==> src/rtl/mode_power_pkg.sv <==
// ============================================================================
//  Module   : mode_power_pkg
//  Purpose  : Shared types and constants for the mode_power block:
//             FSM state encoding, chs_conf field positions, ramp-rate to
//             period encoding and the optional power cap value.
//  Revision : 1.0 - initial release
// ============================================================================
`default_nettype none

package mode_power_pkg;

  // Bit 1 of the encoding is the "ramping" flag, so chs_busy can be taken
  // straight from a state flop with no decode logic behind it.
  typedef enum logic [1:0] {
    IDLE      = 2'b00,
    HOLD      = 2'b01,
    RAMP_UP   = 2'b10,
    RAMP_DOWN = 2'b11
  } state_t;

  // chs_conf field positions
  localparam int c_conf_mode_bit = 7;
  localparam int c_conf_en_bit   = 6;
  localparam int c_conf_rate_hi  = 5;
  localparam int c_conf_rate_lo  = 4;
  localparam int c_conf_tgt_hi   = 3;
  localparam int c_conf_tgt_lo   = 0;

  // Largest effective target when the power cap is compiled in
  localparam logic [3:0] c_power_cap = 4'd12;

  // Ramp rate 00/01/10/11 -> period of 1/2/4/8 cycles
  function automatic logic [3:0] rate_to_period(input logic [1:0] rate);
    return 4'd1 << rate;
  endfunction

endpackage

`default_nettype wire

==> src/rtl/mode_power_prescaler.sv <==
// ============================================================================
//  Module   : mode_power_prescaler
//  Purpose  : Ramp prescaler. Counts while i_run is high and produces a
//             one-cycle o_step pulse once per ramp period; the count wraps
//             to 0 after each step and is held at 0 while i_run is low.
//  Ports    : clk     - rising-edge clock
//             rst_n   - asynchronous active-low reset
//             i_rate  - ramp rate code (period 1/2/4/8 cycles)
//             i_run   - count enable (power differs from target)
//             o_step  - single-cycle step request
//  Revision : 1.0 - initial release
// ============================================================================
`default_nettype none

module mode_power_prescaler
  import mode_power_pkg::*;
(
  input  logic       clk,
  input  logic       rst_n,
  input  logic [1:0] i_rate,
  input  logic       i_run,
  output logic       o_step
);

  logic [2:0] r_cnt;
  logic [3:0] w_last;

  assign w_last = rate_to_period(i_rate) - 4'd1;

  // ">=" rather than "==" so that lowering the rate while the count is
  // already beyond the new terminal value still steps at once instead of
  // running on until the 3-bit counter wraps.
  assign o_step = i_run && ({1'b0, r_cnt} >= w_last);

  always_ff @(posedge clk or negedge rst_n) begin
    if (!rst_n) begin
      r_cnt <= 3'd0;
    end else if (!i_run || o_step) begin
      r_cnt <= 3'd0;
    end else begin
      r_cnt <= r_cnt + 3'd1;
    end
  end

endmodule

`default_nettype wire

==> src/rtl/mode_power.sv <==
// ============================================================================
//  Module   : mode_power
//  Purpose  : Applied power level controller. Samples chs_conf every clock
//             and either jumps straight to the effective target (direct
//             mode) or ramps one step at a time toward it (ramped mode).
//  Ports    : clk       - rising-edge clock
//             rst_n     - asynchronous active-low reset
//             chs_conf  - [7] mode, [6] enable, [5:4] rate, [3:0] target
//             chs_power - registered applied power level 0..15
//             chs_mode  - registered mode (0 direct, 1 ramped)
//             chs_busy  - registered, high while power differs from target
//  Config   : MODE_POWER_CAP_EN - when defined, clamp effective target to 12
//  Revision : 1.0 - initial release
// ============================================================================
`default_nettype none

module mode_power
  import mode_power_pkg::*;
(
  input  logic       clk,
  input  logic       rst_n,
  input  logic [7:0] chs_conf,
  output logic [3:0] chs_power,
  output logic       chs_mode,
  output logic       chs_busy
);

  logic       w_mode;
  logic       w_enable;
  logic [1:0] w_rate;
  logic [3:0] w_target_raw;
  logic [3:0] w_target;
  logic       w_run;
  logic       w_step;
  logic [3:0] w_power_nxt;
  state_t     w_state_nxt;

  logic [3:0] r_power;
  logic       r_mode;
  state_t     r_state;

  assign w_mode       = chs_conf[c_conf_mode_bit];
  assign w_enable     = chs_conf[c_conf_en_bit];
  assign w_rate       = chs_conf[c_conf_rate_hi:c_conf_rate_lo];
  assign w_target_raw = w_enable ? chs_conf[c_conf_tgt_hi:c_conf_tgt_lo] : 4'd0;

`ifdef MODE_POWER_CAP_EN
  assign w_target = (w_target_raw > c_power_cap) ? c_power_cap : w_target_raw;
`else
  assign w_target = w_target_raw;
`endif

  // Only ramped mode uses the prescaler; in direct mode it stays parked at 0
  // so a later switch to ramped mode starts a fresh period.
  assign w_run = w_mode && (r_power != w_target);

  mode_power_prescaler u_prescaler (
    .clk    (clk),
    .rst_n  (rst_n),
    .i_rate (w_rate),
    .i_run  (w_run),
    .o_step (w_step)
  );

  always_ff @(posedge clk or negedge rst_n) begin
    if (!rst_n) begin
      r_state <= IDLE;
      r_power <= 4'd0;
      r_mode  <= 1'b0;
    end else begin
      r_state <= w_state_nxt;
      r_power <= w_power_nxt;
      r_mode  <= w_mode;
    end
  end

  always_comb begin
    w_power_nxt = r_power;
    w_state_nxt = r_state;

    // Direction is decided from the current target each step, so a target
    // change mid-ramp redirects the very next step.
    if (!w_mode) begin
      w_power_nxt = w_target;
    end else if (w_step) begin
      if ((r_power < w_target) && (r_power != 4'hF)) begin
        w_power_nxt = r_power + 4'd1;
      end else if ((r_power > w_target) && (r_power != 4'h0)) begin
        w_power_nxt = r_power - 4'd1;
      end
    end

    // State tracks the relation between the power being loaded and the
    // target, so it (and chs_busy) line up with the registered chs_power.
    if (w_power_nxt == w_target) begin
      w_state_nxt = (w_target == 4'd0) ? IDLE : HOLD;
    end else if (w_power_nxt < w_target) begin
      w_state_nxt = RAMP_UP;
    end else begin
      w_state_nxt = RAMP_DOWN;
    end
  end

  assign chs_power = r_power;
  assign chs_mode  = r_mode;
  assign chs_busy  = r_state[1];

endmodule

`default_nettype wire

==> config.mk <==
export PLATFORM = sky130hd
export DESIGN_NAME = mode_power
export DESIGN_NICKNAME = d
export VERILOG_FILES = /design/src/rtl/mode_power_pkg.sv /design/src/rtl/mode_power_prescaler.sv /design/src/rtl/mode_power.sv
export SDC_FILE = /design/constraint.sdc
export NUM_CORES = 1
export LEC_CHECK = 0
export BUFFER_PORTS_ARGS = -buffer_cell sky130_fd_sc_hd__buf_2
export CORE_ASPECT_RATIO = 1.5
export CORE_MARGIN = 4
export CORE_UTILIZATION = 35
export CTS_CLUSTER_DIAMETER = 200
export DETAILED_ROUTE_END_ITERATION = 8
export HOLD_SLACK_MARGIN = 0.05
export PLACE_DENSITY = 0.64
export SLEW_MARGIN = 20
export SYNTH_ARGS = -nofsm -noshare
export SYNTH_HDL_FRONTEND = slang
export SYNTH_HIERARCHICAL = 1
export SYNTH_SLANG_ARGS = --single-unit
==> constraint.sdc <==
create_clock -name clk -period 8.35 [get_ports clk]
set_input_delay 0.4175 -clock clk [delete_from_list [all_inputs] [get_ports clk]]
set_output_delay 0.4175 -clock clk [all_outputs]
set_load 0.005 [all_outputs]
==> flow_summary.ini <==
[timing]
fmaxAchievable_ghz = 0.326
setup_tns_ns = 0
final_hold_vio_count = 0
period_minus_slack_ns = 3.06
fin_worst_skew_ns = 0.00400
final_min_period_over_clock_period_pct = 36.7
setup_viol_count_final = 0
rsz_0062_raised_after_global_routing = false
finalMaxSlewViolations = 0
finalWorstSetupSlack_ns = 5.29
timing.hold.ws_ns = 0.387
max_slew_margin_pct = 66.9
worst-slew-pin-transition_ns = 0.492

[critical_path]
worst-endpoint-required_ns = 8.48
critical_path.endpoint_type = flop
cp.arrival_ns = 3.19
timing.rr.start = chs_power[0]
critical_path.startpoint = chs_power[0]
critical_path_class = flop to flop
reg2regPathDepth = 11
critical_path.max_fanout = 9
setup.worst_path.start_class = flop

[clock_network]
worstSkewPairLatency_ns = 0.25
cts_tree = done
cts-htree-levels = 1
clkSinkCount = 9
numCtsBuffers = 3
clk_path_buf_depth = 2
cts.reportedPaths.clkPinSlew_ns = 0.06
cts_resized = 0
clock-root-buffer = clkbuf_4

[cells_and_area]
insertedDiodeCount = 0
commonest_non_fill_non_tap_cell_in_the_layout = buf_2
stdcell_area_sq_um = 983
final_nets = 132
post_route_cells_drive_above_1_share_pct = 26.1
mostFrequentLayoutCells = 15 x buf_2, 10 x nand2_1, 10 x ha_1, 9 x dfrtp_1
synthToLayoutAreaGrowth_pct = 13.7
filler_cell_count = 232

[yosys]
synthesis_stage_register_bit_count = 9
ys.flop_type = dfrtp_1
syn_inst = 94
synth.avg_cell_area_sq_um = 9.20
synth_fp_nets = 114
ys_seq_area_share_pct = 26.0
synth_enable_flop_cells = 0
syn_area_sq_um = 865
synth.lib_cells_used.distinct = 42
ys_warn_count = 6
ys_async_sr_fraction_pct = 100

[grt]
grt_overflow = 0
globalRouteTotalUtil_pct = 12.2
antenna_violations_before_repair = 0
grt_first_pass_wirelength_microns = 3230
pin_count_of_the_biggest_net_entering_global_routing = 13
first_global_vias = 778

[detailed_routing]
first_iter_violations = 8
drc_violation_count_after_routing = 0
vias_per_cell = 5.68
wl_per_cell_microns = 13.8
detail_route.wirelength_microns = 1850
ant_nets = 0
detailroute.via_count = 761
drt_pre_antenna_iters = 4

[min_path]
min_from = chs_conf[7]
hold_depth = 1
hp-class = input port to flop

[outcome]
outcome = completed

[die]
die_width_microns = 48.6
die_height_microns = 68.9
rows = 21
io-pin-count = 16
core_area_sq_um = 2290
start_util_pct = 37.8
total_die_area_sq_um = 3350

[placed_design]
post_dp_cell_area_sq_um = 947
placement.io_buffers = 15
hpwl_microns = 1550
detailedPlace.worstSlack_ns = 5.22
gp_congestion = 0.734

[power_and_ir_drop]
leakage_nw = 0.458
ir_worst_vdd_uv = 142
power-per-cell-area_nw_per_um2 = 267
power_w = 0.000263

[flow_run]
drv_cap = 0
[timing repair]
action	4_1_cts	5_1_grt
hold endpoints to repair	9	0
setup buffers	0	0
hold buffers	1	0
[per-layer routing]
| layer | global-route usage, % | up-vias | wire (microns) |
|---|---|---|---|
| li1 | - | 381 | - |
| met1 | 11.9 | 352 | 709 |
| met2 | 23.7 | 24 | 1000 |
| met3 | 4.30 | 4 | 100 |
| met4 | 4.38 | 0 | 31 |
| met5 | 0 | - | 0 |
[state kept, by name, summed over array words and instances, names as in the netlist]
register	flops
u_prescaler/r_cnt	3
chs_mode	1
chs_power	4
r_state	1
[layout make-up]
class                      instances  area [sq um]  area share, %
clock buffer                       4          26.3           2.67
inverter                           5          18.8           1.91
multi-input combinational         77           599           60.9
sequential                         9           225           22.9
tap                               23          28.8           2.93
timing repair buffer              16          85.1           8.65
[stage by stage]
| step | std cells | utilization [%] |
|---|---|---|
| 2_1_floorplan | 94 | - |
| 6_report | 134 | 43.0 |
| 3_3_place_gp | 129 | 41.4 |
| 3_5_place_dp | 129 | 41.4 |
| 4_1_cts | 134 | 43.0 |
| 5_1_grt | 134 | 43.0 |
[cells in the mapped netlist, types with 3 or more instances]
master | number | share of area [%]
inv_1 | 5 | 2.2
and2_1 | 4 | 2.9
nand2_1 | 10 | 4.3
o21ai_0 | 4 | 2.3
dfrtp_1 | 9 | 26
nor2_1 | 5 | 2.2
a21oi_1 | 4 | 2.3
xnor2_1 | 3 | 3.0
ha_1 | 10 | 14
[final timing paths]
path	slack (ns)	endpoint
setup / recovery	5.29	r_state[1]
hold / removal	0.39	chs_mode
setup reg to reg	5.29	r_state[1]
hold reg to reg	0.46	u_prescaler/r_cnt[0]
max in group asynchronous	7.64	chs_power[1]
min in group asynchronous	0.53	chs_mode
[report_power, final]
group          switching [W]   total, W  leakage [nW]  internal (W)
Clock              0.0000131  0.0000314        0.0150     0.0000183
Combinational      0.0000853   0.000161         0.330     0.0000753
Sequential         0.0000170  0.0000711         0.113     0.0000541
Total               0.000115   0.000263         0.458      0.000148
[critical path: stages (launching register included)]
cell     delay [ns]
dfrtp_1        0.48
inv_1          0.11
ha_1           0.30
nand4_1        0.28
and2_1         0.29
and2_1         0.23
nor2b_1        0.20
a32oi_1        0.21
nand2_1        0.07
a32o_1         0.23
xnor2_1        0.13
o41a_1         0.40
[kinds of logic (layout without fill, tap and decap cells)]
kind of cell | count (synthesis) | count (layout) | synth area share (%)
buffers and inverters | 8 | 25 | 4.63
adders and majority gates | 10 | 10 | 14.5
muxes | 2 | 2 | 2.32
DFF | 9 | 9 | 26.0
and+or+nand+nor | 34 | 34 | 22.0
AOI/OAI and AO/OA | 25 | 25 | 23.6
xor gates and xnor gates | 6 | 6 | 6.95
Note: power is estimated with default switching activity, not from simulation.
